<file path="config.mk">
export PLATFORM = sky130hd
export DESIGN_NAME = calc_main_flat
export DESIGN_NICKNAME = d
export VERILOG_FILES = /design/src/rtl/calc_main_if.sv /design/src/rtl/calc_main.sv /design/src/flat_wrapper.sv
export SDC_FILE = /design/constraint.sdc
export NUM_CORES = 1
export LEC_CHECK = 0
export ABC_CLOCK_PERIOD_IN_PS = 24500
export CORE_MARGIN = 2
export CORE_UTILIZATION = 25
export DETAILED_ROUTE_END_ITERATION = 16
export PLACE_DENSITY = 0.48
export SYNTH_ARGS = -nofsm -noshare
export SYNTH_HDL_FRONTEND = slang
export SYNTH_SLANG_ARGS = --single-unit
export TNS_END_PERCENT = 20
</file>
<file path="constraint.sdc">
create_clock -name clk_in -period 24.5 [get_ports clk_in]
set_input_delay 7.35 -clock clk_in [delete_from_list [all_inputs] [get_ports clk_in]]
set_output_delay 7.35 -clock clk_in [all_outputs]
set_load 0.01 [all_outputs]
</file>
<file path="src/rtl/calc_main_if.sv">
// Button and display bundle for calc_main: nine push-buttons in, seven-segment
// drive and the four BCD entry registers out.
interface calc_main_if;
  logic       B1, B2, B3, B4, B5, B6, B7, B8, B9;
  logic [6:0] seg;
  logic       dp;
  logic [3:0] anode;
  logic [3:0] digit1, digit2, digit3, digit4;

  modport master (
    output B1, B2, B3, B4, B5, B6, B7, B8, B9,
    input  seg, dp, anode, digit1, digit2, digit3, digit4
  );

  modport slave (
    input  B1, B2, B3, B4, B5, B6, B7, B8, B9,
    output seg, dp, anode, digit1, digit2, digit3, digit4
  );
endinterface

</file>
<file path="src/rtl/calc_main.sv">
// Two-operand BCD calculator with a multiplexed active-low 4-digit display.
// Optional macro DIV_ZERO_ERR_EN: divide by zero shows dashes instead of 0000.
module calc_main #(
  parameter int REFRESH_BITS = 17,
  parameter int SYNC_STAGES  = 2
) (
  input  logic        clk_in,
  input  logic        reset,
  calc_main_if.slave  bus
);

  typedef enum logic {ENTRY, RESULT} mode_t;

  logic [8:0]              w_btn;
  logic [8:0]              r_sync [SYNC_STAGES];
  logic [8:0]              r_prev;
  logic [8:0]              w_pulse;
  logic [3:0]              r_d1, r_d2, r_d3, r_d4;
  mode_t                   r_mode;
  logic [13:0]             r_result;
  logic                    r_neg;
  logic                    r_err;
  logic [REFRESH_BITS-1:0] r_refresh;

  logic [6:0]  w_d1x, w_d3x, w_a, w_b, w_mag;
  logic        w_op_any, w_op_neg, w_op_err;
  logic [13:0] w_op_res;
  logic [1:0]  w_sel;
  logic [15:0] w_value;
  logic [3:0]  w_nib;

  function automatic logic [3:0] inc10(input logic [3:0] d);
    return (d >= 4'd9) ? 4'd0 : d + 4'd1;
  endfunction

  // Shift-and-add-3 conversion; 14 bits covers the largest product 9801.
  function automatic logic [15:0] bin2bcd(input logic [13:0] bin);
    logic [29:0] s;
    s = {16'd0, bin};
    for (int i = 0; i < 14; i++) begin
      for (int d = 0; d < 4; d++) begin
        if (s[14+4*d +: 4] >= 4'd5) s[14+4*d +: 4] = s[14+4*d +: 4] + 4'd3;
      end
      s = s << 1;
    end
    return s[29:14];
  endfunction

  function automatic logic [6:0] seg7(input logic [3:0] d);
    case (d)
      4'd0: seg7 = 7'b1000000;
      4'd1: seg7 = 7'b1111001;
      4'd2: seg7 = 7'b0100100;
      4'd3: seg7 = 7'b0110000;
      4'd4: seg7 = 7'b0011001;
      4'd5: seg7 = 7'b0010010;
      4'd6: seg7 = 7'b0000010;
      4'd7: seg7 = 7'b1111000;
      4'd8: seg7 = 7'b0000000;
      4'd9: seg7 = 7'b0010000;
      default: seg7 = 7'h7F;
    endcase
  endfunction

  assign w_btn = {bus.B9, bus.B8, bus.B7, bus.B6, bus.B5,
                  bus.B4, bus.B3, bus.B2, bus.B1};

  // Synchroniser chain carries no reset so a button held across reset stays
  // high; r_prev resets to all-ones so such a button cannot fire afterwards.
  always_ff @(posedge clk_in) begin
    r_sync[0] <= w_btn;
    for (int i = 1; i < SYNC_STAGES; i++) r_sync[i] <= r_sync[i-1];
  end

  always_ff @(posedge clk_in) begin
    if (reset) r_prev <= '1;
    else       r_prev <= r_sync[SYNC_STAGES-1];
  end

  assign w_pulse = r_sync[SYNC_STAGES-1] & ~r_prev;

  assign w_d1x = {3'd0, r_d1};
  assign w_d3x = {3'd0, r_d3};
  assign w_a   = (w_d1x << 3) + (w_d1x << 1) + {3'd0, r_d2};
  assign w_b   = (w_d3x << 3) + (w_d3x << 1) + {3'd0, r_d4};
  assign w_mag = (w_a < w_b) ? (w_b - w_a) : (w_a - w_b);

  // Operation select: B5 > B6 > B7 > B8, always from the current digits.
  always_comb begin
    w_op_any = |w_pulse[7:4];
    w_op_res = '0;
    w_op_neg = 1'b0;
    w_op_err = 1'b0;
    if (w_pulse[4]) begin
      w_op_res = {7'd0, w_a} + {7'd0, w_b};
    end else if (w_pulse[5]) begin
      w_op_res = {7'd0, w_mag};
      w_op_neg = (w_a < w_b);
    end else if (w_pulse[6]) begin
      w_op_res = {7'd0, w_a} * {7'd0, w_b};
    end else if (w_pulse[7]) begin
      if (w_b == 7'd0) begin
`ifdef DIV_ZERO_ERR_EN
        w_op_err = 1'b1;
`else
        w_op_err = 1'b0;
`endif
      end else begin
        w_op_res = {7'd0, w_a / w_b};
      end
    end
  end

  always_ff @(posedge clk_in) begin
    if (reset) begin
      r_d1 <= '0; r_d2 <= '0; r_d3 <= '0; r_d4 <= '0;
      r_mode   <= ENTRY;
      r_result <= '0;
      r_neg    <= 1'b0;
      r_err    <= 1'b0;
    end else if (w_pulse[8]) begin
      r_d1 <= '0; r_d2 <= '0; r_d3 <= '0; r_d4 <= '0;
      r_mode <= ENTRY;
      r_neg  <= 1'b0;
      r_err  <= 1'b0;
    end else begin
      if (w_pulse[0]) r_d1 <= inc10(r_d1);
      if (w_pulse[1]) r_d2 <= inc10(r_d2);
      if (w_pulse[2]) r_d3 <= inc10(r_d3);
      if (w_pulse[3]) r_d4 <= inc10(r_d4);
      if (w_op_any) begin
        r_mode   <= RESULT;
        r_result <= w_op_res;
        r_neg    <= w_op_neg;
        r_err    <= w_op_err;
      end else if (|w_pulse[3:0]) begin
        r_mode <= ENTRY;
        r_neg  <= 1'b0;
        r_err  <= 1'b0;
      end
    end
  end

  always_ff @(posedge clk_in) begin
    if (reset) r_refresh <= '0;
    else       r_refresh <= r_refresh + {{(REFRESH_BITS-1){1'b0}}, 1'b1};
  end

  assign w_sel   = r_refresh[REFRESH_BITS-1 -: 2];
  assign w_value = (r_mode == RESULT) ? bin2bcd(r_result) : {r_d1, r_d2, r_d3, r_d4};

  always_comb begin
    case (w_sel)
      2'd0:    begin w_nib = w_value[15:12]; bus.anode = 4'b0111; end
      2'd1:    begin w_nib = w_value[11:8];  bus.anode = 4'b1011; end
      2'd2:    begin w_nib = w_value[7:4];   bus.anode = 4'b1101; end
      default: begin w_nib = w_value[3:0];   bus.anode = 4'b1110; end
    endcase
  end

  assign bus.seg    = r_err ? 7'b0111111 : seg7(w_nib);
  assign bus.dp     = ~((w_sel == 2'd0) && (r_mode == RESULT) && r_neg);
  assign bus.digit1 = r_d1;
  assign bus.digit2 = r_d2;
  assign bus.digit3 = r_d3;
  assign bus.digit4 = r_d4;

endmodule

</file>
<file path="src/flat_wrapper.sv">
// flat-port wrapper written by rule: the top's interface ports become plain ports
module calc_main_flat 
#(
  parameter int REFRESH_BITS = 17,
  parameter int SYNC_STAGES  = 2
)
  (clk_in, reset, bus_B1, bus_B2, bus_B3, bus_B4, bus_B5, bus_B6, bus_B7, bus_B8, bus_B9, bus_seg, bus_dp, bus_anode, bus_digit1, bus_digit2, bus_digit3, bus_digit4);
  calc_main_if bus_i ();
  input  logic clk_in;
  input  logic reset;
  input wire logic [$bits(bus_i.B1)-1:0] bus_B1;
  input wire logic [$bits(bus_i.B2)-1:0] bus_B2;
  input wire logic [$bits(bus_i.B3)-1:0] bus_B3;
  input wire logic [$bits(bus_i.B4)-1:0] bus_B4;
  input wire logic [$bits(bus_i.B5)-1:0] bus_B5;
  input wire logic [$bits(bus_i.B6)-1:0] bus_B6;
  input wire logic [$bits(bus_i.B7)-1:0] bus_B7;
  input wire logic [$bits(bus_i.B8)-1:0] bus_B8;
  input wire logic [$bits(bus_i.B9)-1:0] bus_B9;
  output wire logic [$bits(bus_i.seg)-1:0] bus_seg;
  output wire logic [$bits(bus_i.dp)-1:0] bus_dp;
  output wire logic [$bits(bus_i.anode)-1:0] bus_anode;
  output wire logic [$bits(bus_i.digit1)-1:0] bus_digit1;
  output wire logic [$bits(bus_i.digit2)-1:0] bus_digit2;
  output wire logic [$bits(bus_i.digit3)-1:0] bus_digit3;
  output wire logic [$bits(bus_i.digit4)-1:0] bus_digit4;
  assign bus_i.B1 = bus_B1;
  assign bus_i.B2 = bus_B2;
  assign bus_i.B3 = bus_B3;
  assign bus_i.B4 = bus_B4;
  assign bus_i.B5 = bus_B5;
  assign bus_i.B6 = bus_B6;
  assign bus_i.B7 = bus_B7;
  assign bus_i.B8 = bus_B8;
  assign bus_i.B9 = bus_B9;
  assign bus_seg = bus_i.seg;
  assign bus_dp = bus_i.dp;
  assign bus_anode = bus_i.anode;
  assign bus_digit1 = bus_i.digit1;
  assign bus_digit2 = bus_i.digit2;
  assign bus_digit3 = bus_i.digit3;
  assign bus_digit4 = bus_i.digit4;
  calc_main #(.REFRESH_BITS(REFRESH_BITS), .SYNC_STAGES(SYNC_STAGES)) u_core (.clk_in(clk_in), .reset(reset), .bus(bus_i));
endmodule
</file>
==> reports/metrics.yaml <==
critical_path_buf_inv_count: 10
synthDominantCellAreaShare_pct: 19.91
ant_nets: 0
worstPathArrival_ns: 15.83
finalNonFillerCells: 1981
netlist_top_cells_area: "ha_1 20%, dfxtp_1 14%, fa_1 5.7%"
max_clock_freq_ghz: 0.04314
finalSetupViolCount: 0
pin_count: 39
synth_edf_count: 0
hpwl_um: 22770
ys_seq_elements: 76
overflow: 0
clk_pin_slew_ns: 0.06
synth_seq_area_share_pct: 14.08
post-route-drc-count: 0
place_congestion: 0.8278
p_clk_share_pct: 23.8
portBuffers: 38
first_pass_iters: 5
required_ns: 17.15
crit_type: "reg2out"
leakage_uw: 0.005319
maxSlewViolCount: 0
dieHeight_um: 211.9
hp-class: "reg2reg"
p_sw_share_pct: 40.10
critPathMaxStageDelay_ns: 0.57
synth_nets: 1571
cts_hold_buffers: 0
routedWlPerCell_um: 14.28
power.share.combinational_pct: 51.1
vias: 9632
crit_top_cell: "ha_1"
async_flop_share_pct: 0
num_antenna_cells: 0
end_kind: "primary output"
status: "completed"
grt.total_usage_pct: 12.59
seqPwrFrac_pct: 25.0
numCtsBuffers: 9
std_cell_rows: 76
netlist.top_cell.by_area: "ha_1"
grt_first_pass_wirelength_um: 46860
core_area_um2: 42890
syn_avg_cell_area_um2: 7.965
drtIter0Drc: 460
ctsRootBufferMaster: "clkbuf_16"
dieArea_um2: 44910
power_density_nw_per_um2: 43.11
cts_sinks: 76
power.total_uw: 529.5
fin_nets: 1605
grt_max_degree: 43
start_util_pct: 25.20
hold_viol_final: 0
synth_cell_types: 101
clock_path_buffers: 2
syn_to_final_growth_pct: 13.63
relSlewSlack_pct: 22.19
p_int_uw: 317.1
period_minus_slack_ns: 23.18
fp.dieW_um: 211.9
worstSkewPairLatency_ns: 0.34
power_switching_uw: 212.3
critPathTopFamily: "compound AO/OA/AOI/OAI gates"
viasPerCell: 4.862
ir_drop_uv: 49.11
finalClockSkew_ns: 0.01296
crit_fanout: 10
layout-drive-gt1-share_pct: 9.026
cts_tree: "built"
yosys_most_used_dff: "dfxtp_1"
crit_path_top_delay_cell: "clkdlybuf4s50_1"
antenna_found_initial: 0
syn_area_um2: 10810
place_inst: 1958
synth_warnings: 0
drt_wl_total_um: 28280
start_kind: "flop"
n_fill_cell: 4619
period_share_pct: 94.61
synth_cells: 1357
cap_viol_max_count: 0
cts_htree_levels: 3
tightest_slew_ns: 1.159
grt_pass1_vias: 9275
==> worst reg2reg max path: cells and delay by family, from the launching register on <==
kind | cells | cell delay (ns)
compound gates | 32 | 6.53
fa+ha+maj | 8 | 2.80
simple gates | 13 | 2.04
buf+inv | 5 | 0.84
flops | 1 | 0.53
mux | 1 | 0.31
xor+xnor | 1 | 0.28
==> power by group through the flow <==
stage	Sequential (µW)	Combinational, µW	Clock (µW)
floorplan	134	205	0
global placement	135	264	0
detailed placement	135	268	0
CTS	133	269	130
global route	133	314	135
finish	133	271	126
==> area by class of cell <==
cell class	instances	area (µm²)	share of cell area [%]
multi-input combinational	1113	8732	71.11
sequential	76	1523	12.40
timing repair buffer	53	493.0	4.014
tap	585	732.0	5.960
clock inverter	7	57.56	0.4687
inverter	138	518.0	4.218
clock buffer	9	225.2	1.834
==> cell families after synthesis <==
group                    after synthesis  share of synthesized area [%]
AO/OA/AOI/OAI                        361                          24.09
AND/OR/NAND/NOR                      436                          20.05
XOR/XNOR                              68                          5.580
flip-flops                            76                          14.08
adder cells (fa/ha/maj)              203                          25.65
multiplexers                          45                          4.607
buffers and inverters                168                          5.939
==> path summary, 6_finish.rpt <==
check | start | end | slack (ns) | depth (start not counted)
worst max-delay path | u_core.r_result[12] | bus_seg[4] | 1.32 | 72
worst max register to register | u_core.bus.digit3[0] | u_core.r_result[0] | 11.05 | 60
worst min-delay path | u_core.r_sync[0][8] | u_core.r_sync[0][17] | 0.33 | 0
worst min register to register | u_core.r_sync[0][8] | u_core.r_sync[0][17] | 0.33 | 0
==> per-stage QoR <==
stage          setup slack [ns]  hold slack (ns)  TNS (ns)  util (%)  instance area (µm²)
2_1_floorplan             3.247           0.3096         0         -                10810
3_3_place_gp              1.086           0.3113         0     27.65                11860
3_5_place_dp             0.7781           0.3121         0     27.65                11860
4_1_cts                  0.3641           0.3282         0     28.31                12140
5_1_grt                 -0.1275           0.3310   -0.3475     28.64                12280
6_report                  1.320           0.3256         0     28.64                12280
==> layout by cell type (no fill, tap or decap), drive strengths merged, types with 30 or more instances in the layout <==
cell type        n
o21ai           56
nand2          110
a21oi           81
ha             172
fa              31
nor3            30
nor2           122
dfxtp           76
inv            142
clkdlybuf4s50   38
xnor2           47
==> flip-flops by register name (all words and copies together) (netlist names) <==
name,cells
u_core.bus.digit2,4
u_core.r_prev,9
u_core.r_result,14
u_core.bus.digit4,4
u_core.bus.digit3,4
u_core.r_refresh,17
u_core.r_neg,1
u_core.r_mode,1
u_core.r_sync,18
u_core.bus.digit1,4
==> layer usage <==
| metal | track usage, % | vias up | wire (µm) | share of wire, % |
|---|---|---|---|---|
| met2 | 21.38 | 140 | 13080 | 46 |
| met5 | 0 | - | 0 | 0 |
| li1 | - | 4907 | - | - |
| met1 | 17.21 | 4559 | 14100 | 50 |
| met4 | 2.598 | 0 | 425 | 1.5 |
| met3 | 1.261 | 26 | 683 | 2.4 |
==> synthesized netlist by cell type (22+ instances only) <==
cell type and count:
inv_1 131, dfxtp_1 76, fa_1 31, nand2_1 110
nor2b_1 23, o21ai_0 49, nor3_1 28, nor2_1 120
a21o_1 26, nand3_1 26, a21oi_1 79, xnor2_1 46
clkbuf_1 22, ha_1 172, nand2b_1 29, mux2i_1 25
==> timing repair <==
action                     4_1_cts  5_1_grt
resized for setup                0       17
setup endpoints to repair        0        7
setup buffers                    0        7
Note: power is estimated with default switching activity, not from simulation.
